File: config.mk
export PLATFORM = sky130hd
export DESIGN_NAME = icache_refill_ctrl
export DESIGN_NICKNAME = d
export VERILOG_FILES = /design/src/rtl/icache_pkg.sv /design/src/rtl/icache_refill_ctrl_sat_counter.sv /design/src/rtl/icache_refill_ctrl.sv
export SDC_FILE = /design/constraint.sdc
export NUM_CORES = 1
export LEC_CHECK = 0
export CELL_PAD_IN_SITES_DETAIL_PLACEMENT = 2
export CELL_PAD_IN_SITES_GLOBAL_PLACEMENT = 2
export CORE_UTILIZATION = 31
export CTS_BUF_LIST = sky130_fd_sc_hd__clkbuf_4
export CTS_CLUSTER_DIAMETER = 100
export DETAILED_ROUTE_END_ITERATION = 6
export GPL_TIMING_DRIVEN = 0
export PLACE_DENSITY = 0.86
export SLEW_MARGIN = 20
export SYNTH_ARGS = -nofsm -noshare
export SYNTH_HDL_FRONTEND = slang
export SYNTH_HIERARCHICAL = 1
export SYNTH_SLANG_ARGS = --single-unit
File: constraint.sdc
create_clock -name clk -period 3.4 [get_ports clk]
set_input_delay 0.51 -clock clk [delete_from_list [all_inputs] [get_ports clk]]
set_output_delay 0.51 -clock clk [all_outputs]
set_load 0.01 [all_outputs]
File: src/rtl/icache_pkg.sv
// Shared fetch-unit constants and types for the icache refill path.
package icache_pkg;

    localparam int ADDR_WIDTH             = 32;
    localparam int ICACHE_DATA_BLOCK_SIZE = 64;
    localparam int BLOCK_OFFSET_BITS      = 3;

    typedef logic [ICACHE_DATA_BLOCK_SIZE-1:0] block_t;

    typedef enum logic [2:0] {
        IDLE,
        REQ,
        WAIT,
        FILL,
        DRAIN
    } refill_state_t;

endpackage

File: src/rtl/icache_refill_ctrl_sat_counter.sv
// Saturating up-counter; holds at all-ones instead of wrapping.
module sat_counter #(
    parameter int WIDTH = 32
) (
    input  logic             clk_i,
    input  logic             rst_ni,
    input  logic             inc_i,
    output logic [WIDTH-1:0] count_o
);

    logic [WIDTH-1:0] count_q;

    always_ff @(posedge clk_i or negedge rst_ni) begin
        if (!rst_ni) begin
            count_q <= '0;
        end else if (inc_i && (count_q != '1)) begin
            count_q <= count_q + WIDTH'(1);
        end
    end

    assign count_o = count_q;

endmodule

File: src/rtl/icache_refill_ctrl.sv
// Icache miss refill sequencer: one block read per miss, flush-aware drain of stale responses.
// Optional miss counter enabled by defining ICACHE_MISS_PERF_EN.
module icache_refill_ctrl
    import icache_pkg::*;
#(
    parameter int ADDR_WIDTH = 32,
    parameter int BLOCK_SIZE = 64
) (
    input  logic                  clk,
    input  logic                  rst_aL,
    input  logic                  icache_miss,
    input  logic [ADDR_WIDTH-1:0] miss_PC,
    input  logic                  recovery_PC_valid,
    output logic                  dram_req_valid,
    input  logic                  dram_req_ready,
    output logic [ADDR_WIDTH-1:0] dram_req_addr,
    input  logic [BLOCK_SIZE-1:0] dram_response,
    input  logic                  dram_response_valid,
    output logic                  icache_we,
    output logic                  icache_csb0,
    output logic [ADDR_WIDTH-1:0] icache_waddr,
    output logic [BLOCK_SIZE-1:0] icache_wdata,
    output logic                  ifu_stall,
    output logic [31:0]           miss_count
);

    localparam int OFF = BLOCK_OFFSET_BITS;

    function automatic logic [ADDR_WIDTH-1:0] align(input logic [ADDR_WIDTH-1:0] a);
        align          = a;
        align[OFF-1:0] = '0;
    endfunction

    refill_state_t         state_q;
    logic [ADDR_WIDTH-1:0] addr_q;
    logic                  pending_q;
    logic                  req_valid_q;
    logic [ADDR_WIDTH-1:0] req_addr_q;
    logic                  we_q;
    logic                  csb_q;
    logic [ADDR_WIDTH-1:0] waddr_q;
    logic [BLOCK_SIZE-1:0] wdata_q;
    logic                  stall_q;

    logic [ADDR_WIDTH-1:0] miss_blk_d;
    logic [ADDR_WIDTH-1:0] drain_addr_d;
    logic                  pending_d;

    assign miss_blk_d = align(miss_PC);

    // While draining, a flush cancels any queued miss; otherwise the newest miss wins.
    always_comb begin
        pending_d    = pending_q;
        drain_addr_d = addr_q;
        if (recovery_PC_valid) begin
            pending_d = 1'b0;
        end else if (icache_miss) begin
            pending_d    = 1'b1;
            drain_addr_d = miss_blk_d;
        end
    end

    always_ff @(posedge clk or negedge rst_aL) begin
        if (!rst_aL) begin
            state_q     <= IDLE;
            addr_q      <= '0;
            pending_q   <= 1'b0;
            req_valid_q <= 1'b0;
            req_addr_q  <= '0;
            we_q        <= 1'b0;
            csb_q       <= 1'b1;
            waddr_q     <= '0;
            wdata_q     <= '0;
            stall_q     <= 1'b0;
        end else begin
            we_q  <= 1'b0;
            csb_q <= 1'b1;
            unique case (state_q)
                IDLE: begin
                    if (icache_miss && !recovery_PC_valid) begin
                        addr_q      <= miss_blk_d;
                        req_addr_q  <= miss_blk_d;
                        req_valid_q <= 1'b1;
                        stall_q     <= 1'b1;
                        state_q     <= REQ;
                    end
                end
                REQ: begin
                    if (dram_req_ready) begin
                        req_valid_q <= 1'b0;
                        if (recovery_PC_valid) begin
                            stall_q   <= 1'b0;
                            pending_q <= 1'b0;
                            state_q   <= DRAIN;
                        end else begin
                            state_q <= WAIT;
                        end
                    end else if (recovery_PC_valid) begin
                        req_valid_q <= 1'b0;
                        stall_q     <= 1'b0;
                        state_q     <= IDLE;
                    end
                end
                WAIT: begin
                    if (dram_response_valid) begin
                        wdata_q <= dram_response;
                        waddr_q <= addr_q;
                        we_q    <= 1'b1;
                        csb_q   <= 1'b0;
                        state_q <= FILL;
                    end else if (recovery_PC_valid) begin
                        stall_q   <= 1'b0;
                        pending_q <= 1'b0;
                        state_q   <= DRAIN;
                    end
                end
                // The write is for addr_q and stays valid even if a flush arrives now.
                FILL: begin
                    stall_q <= 1'b0;
                    state_q <= IDLE;
                end
                DRAIN: begin
                    addr_q    <= drain_addr_d;
                    pending_q <= pending_d;
                    if (dram_response_valid) begin
                        pending_q <= 1'b0;
                        if (pending_d) begin
                            req_addr_q  <= drain_addr_d;
                            req_valid_q <= 1'b1;
                            stall_q     <= 1'b1;
                            state_q     <= REQ;
                        end else begin
                            state_q <= IDLE;
                        end
                    end
                end
                default: state_q <= IDLE;
            endcase
        end
    end

    assign dram_req_valid = req_valid_q;
    assign dram_req_addr  = req_addr_q;
    assign icache_we      = we_q;
    assign icache_csb0    = csb_q;
    assign icache_waddr   = waddr_q;
    assign icache_wdata   = wdata_q;
    assign ifu_stall      = stall_q;

`ifdef ICACHE_MISS_PERF_EN
    logic req_fire;
    assign req_fire = (state_q == REQ) && dram_req_ready;

    sat_counter #(
        .WIDTH(32)
    ) u_miss_ctr (
        .clk_i  (clk),
        .rst_ni (rst_aL),
        .inc_i  (req_fire),
        .count_o(miss_count)
    );
`else
    assign miss_count = '0;
`endif

endmodule

---- Word-level counts from Yosys, hierarchy flattened ----
Index checks and enable logic that the tools add are counted.
cells by class
  $add $sub $neg .......................... 0
  multipliers ............................. 0
  div/mod/pow operators ................... 0
  $lt $le $gt $ge ......................... 0
  equal/unequal tests ..................... 11
  shift operators ......................... 0
  muxes and demuxes ....................... 36
  bitwise logic cells ..................... 0
  reductions and logical operators ........ 14
operators with widths
  operator              count
  $mux W32              5
  $pmux W32 S2          2
  $mux W3               7
  $mux W1               18
  $pmux W3 S4           1
  $ne A2 B2 Y1 const B  5
  $reduce_and A5 Y1     2
  $reduce_and A4 Y1     2
  $eq A3 B2 Y1 const B  2
  $ne A3 B3 Y1 const B  2
  $pmux W1 S3           2
  $reduce_bool A3 Y1    2
  $pmux W1 S5           1
  $reduce_bool A5 Y1    1
  $reduce_and A2 Y1     2
  $eq A3 B1 Y1 const B  1
  $eq A3 B3 Y1 const B  1
  $logic_not A3 Y1      1
  $reduce_and A3 Y1     1
  $reduce_bool A2 Y1    1
  $logic_and A1 B1 Y1   1
  $logic_not A1 Y1      1
storage, ports and cells
  flip-flop bits (word level) ............. 168
  bits in latches ......................... 0
  RAM bits ................................ 0
  bits in read-only memories .............. 0
  bits of input ports ..................... 102
  output and inout bits ................... 164
  memories kept ........................... 0

---- Depth between registers and ports, before layout ----
  depth after elaboration ................. 5
  mapped depth ............................ 8

---- Least setup slack after synthesis ----
Ideal clock, no wire load.
  kind .................................... register -> register
  start ................................... register state_q[1]
  end ..................................... register waddr_q[24] (netlist: icache_waddr[24])
  library setup time ...................... 0.125 ns
  arrival ................................. 1.585 ns
  slack ................................... 1.690 ns
  cell stages (with the launch flop) ...... 8
  clock period less this slack ............ 1.710 ns
  path through ............................ dfrtp_1 buf_4 nor2b_1 nor3b_1 buf_2 buf_6 buf_6 mux2_2
between the ends
  word-level cells in the longest chain between the ends .. 2
ends and longest elaborated chain
  element                      RTL line                   text
  start, declared              icache_refill_ctrl.sv:34   refill_state_t state_q;
  start signal, assigned       icache_refill_ctrl.sv:65   state_q <= IDLE;
  start signal, assigned       icache_refill_ctrl.sv:85   state_q <= REQ;
  start signal, assigned       icache_refill_ctrl.sv:94   state_q <= DRAIN;
  $eq A3 B2 Y1                 icache_refill_ctrl.sv:78   unique case (state_q)
  $reduce_and A2 Y1 (no line)  n/a
  end signal, assigned         icache_refill_ctrl.sv:107  waddr_q <= addr_q;
  end, declared                icache_refill_ctrl.sv:41   logic [ADDR_WIDTH-1:0] waddr_q;
Every way passes these cells.
A chain may end at the register's enable or synchronous reset.

---- Final worst setup path ----
  start ................................... register state_q[0]
  end ..................................... register addr_q[25]
between the ends
  word-level cells in the longest chain between the ends .. 3
  elaborated cells between the ends (all ways) .. 6
  those cells by class .................... eq/ne: 2; mux: 1; reduce/logical: 3
ends and longest elaborated chain
  element                                                              RTL line                   text
  $eq A3 B3 Y1 / $logic_not A3 Y1 (equally long branches)              icache_refill_ctrl.sv:78
  $reduce_bool A2 Y1 (no line) / $ne A2 B2 Y1 (equally long branches)  n/a
  $reduce_and A2 Y1 (no line)                                          n/a
  end signal, assigned                                                 icache_refill_ctrl.sv:81   addr_q <= miss_blk_d;
  end signal, assigned                                                 icache_refill_ctrl.sv:123  addr_q <= drain_addr_d;
  end, declared                                                        icache_refill_ctrl.sv:35   logic [ADDR_WIDTH-1:0] addr_q;
Parallel ways exist; a longest one is shown, timed or not.

==> flow_summary.toml <==
[yosys]
synth_top_area_share_pct = 60.55
synth_edf_count = 0
synth_largest_area_cell = "dfrtp_1"
synth-compound-area-share_pct = 4.877
synthTopCellsByArea = "dfrtp_1 (61%), mux2_2 (20%), buf_4 (4.4%), nand2_1 (3.4%), a31oi_1 (2.7%)"
synth-main-ff-cell = "dfrtp_1"
synth_top_family_by_area = "multiplexers"
ys_types = 34
synth_xor_area_share_pct = 0
ys_warn_count = 6
ys_ff_latch = 168
synth-async-reset-ratio_pct = 100.0
synth_mux_area_share_pct = 20.40
syn_area_per_cell_um2 = 13.10
synth-seq-area-share_pct = 60.93
synth-simple-area-share_pct = 6.798
netlist_instances = 527
synth_fa_ha_area_share_pct = 0
syn-cell-area_um2 = 6902

[cells_and_area]
fin_cells = 1101
final_layout_size_suffix_gt1_share_pct = 26.55
layout.nets = 910
final_cell_mix = "clkdlybuf4s50_1 (228), dfrtp_1 (167), mux2_2 (122)"
final_common_cell = "clkdlybuf4s50_1"
antennaDiodeCount = 0
area_growth_pct = 44.51

[global_route]
grt_pass1_vias = 5765
grt_max_degree = 90
antenna_found_initial = 0
globalRouteTotalUtil_pct = 18.82
gr-total-overflow = 0
grt_pass1_wl_um = 32090

[route]
via_per_inst = 4.603
firstDrtPassIters = 4
routedWlPerCell_um = 19.15
drtIter0Drc = 89
drt-total-wl_um = 21080
num_vias = 5068
drc = 0
ant_nets = 0

[sta]
setup_slack_ps = 1160
fin_crit_ps = 2240
period_share_pct = 65.89
max_freq_ghz = 0.4464
skew_ps = 13.78
tightestPinTransition_ps = 814.9
slew_violations = 0
slew_headroom_pct = 45.53
rsz0062_at_grt = "no"
hold_violations = 0
tns_ps = 0
setup_viol = 0

[pwr]
ir_drop_v = 0.0003240
leakage_uw = 0.004317
power_density_nw_per_um2 = 830.3

[cts]
tritoncts = "done"
htree_levels = 4
clockBufferDepth = 2
cts.clk_slew.worst_paths_ps = 140
cts_sinks = 168
cts_buffers = 17
worstSkewPairLatency_ps = 550
cts-root-buf = "clkbuf_4"

[min_path]
worstHoldPathType = "in2reg"
hp-start = "recovery_PC_valid"
whs_endpoint = "state_q[2]"
hold_depth = 3

[setup_path]
regToRegSetupSlack_ps = 1160
critPathTopFamily = "simple AND/OR/NAND/NOR gates"
r2r_cells = 4
worstReg2RegEnd = "addr_q[25]"
cp-start-kind = "flip-flop"
cp_slowest_cell = "nor4b_2"
cpPeakStageDelay_ps = 740
crit_buf_inv = 2
path_max_fanout = 10
crit_arrival_ps = 2680
crit_required_ps = 3840
r2r_start = "state_q[0]"
crit_path_end_kind = "flip-flop"
crit_path_cell_trace = "buf_6 -> nor4b_2 -> buf_2 -> mux2_2"
path_class = "reg2reg"

[place]
place_ws_ps = 721.2
place_hpwl_um = 16030
place.gp.congestion = 0.7801
numPlacedInstances = 1068
io_buffers = 229

[status]
status = "finished clean"

[floorplan]
initial_core_util_pct = 31.62
die_h_um = 151.2
core_um2 = 21820
die_x_um = 151.2
num_io_pins = 266
rows = 54
die-area_um2 = 22860

[job]
max_cap_viol_count = 0
[metal layers]
layer | global-route usage [%] | routed length (um)
met5 | 0 | 0
met4 | 6.700 | 437
met3 | 5.331 | 1234
met2 | 33.38 | 11160
met1 | 21.42 | 8249
[report_power, final]
group	total [uW]	switching, uW	leakage (uW)	internal [uW]
clock network	1150	772	0.000143	380
logic	3670	1500	0.00214	2170
registers	3460	553	0.00203	2910
total	8280	2820	0.00432	5460
[state kept, by name, indices dropped and copies added (netlist names)]
signal and count:
icache_wdata 64, dram_req_valid 1, ifu_stall 1, dram_req_addr 32
pending_q 1, addr_q 32, icache_waddr 32, icache_we 1
icache_csb0 1, state_q 3
[worst max path at each step]
stage | start | slack [ps] | end | cells after the start
floorplan | recovery_PC_valid | 1580 | addr_q[10] | 4
global placement | rst_aL | -5520 | icache_wdata[55] | 1
detailed placement | icache_miss | 720 | addr_q[25] | 4
CTS | state_q[0] | 1150 | addr_q[25] | 4
global route | state_q[0] | 1050 | addr_q[25] | 4
finish | state_q[0] | 1160 | addr_q[25] | 4
[synthesized netlist by cell type, types with 2 or more instances]
cell type  count
dfrtp_1      167
mux2_2       122
nand2_1       62
buf_4         40
nor2_1        32
a31oi_1       30
buf_2         11
inv_1          8
clkbuf_1       7
o21ai_0        7
buf_6          6
nor2b_1        5
nand3_1        4
a21oi_1        3
mux2_1         3
o31ai_1        2
[through the flow]
| stage | total power [uW] | hold WS (ps) | utilization [%] | area, um^2 |
|---|---|---|---|---|
| CTS | 8426 | 351.8 | 45.70 | 9973 |
| detailed placement | 7244 | 486.5 | 44.42 | 9693 |
| global route | 8824 | 364.3 | 45.70 | 9973 |
| floorplan | 5042 | 214.4 | - | 7018 |
| finish | 8281 | 417.9 | 45.70 | 9973 |
| global placement | 7010 | 478.6 | 44.27 | 9661 |
[worst min-delay path, stage by stage]
cell and delay (ps):
buf_2 180, nand3b_1 150, o21ai_0 90
[kinds of logic after synthesis]
family	after synthesis
buf+inv	72
simple gates	111
flops	168
other cells	1
mux	125
compound gates	50
[what timing repair did]
action	CTS	global route
endpoints found under the hold margin	78	0
buffers inserted	0	0
gates resized for setup	0	0
hold buffers	1	0
[area by class of cell]
type	instances	area (um^2)
Clock buffer	17	127.6
Multi-Input combinational cell	318	2333
Fill cell	2222	11850
Timing Repair Buffer	231	2335
Sequential cell	168	4205
Inverter	8	30.03
Tap cell	280	350.3
Buffer	64	449.2
Clock inverter	15	142.6
Power figures use the tool's default switching activity.
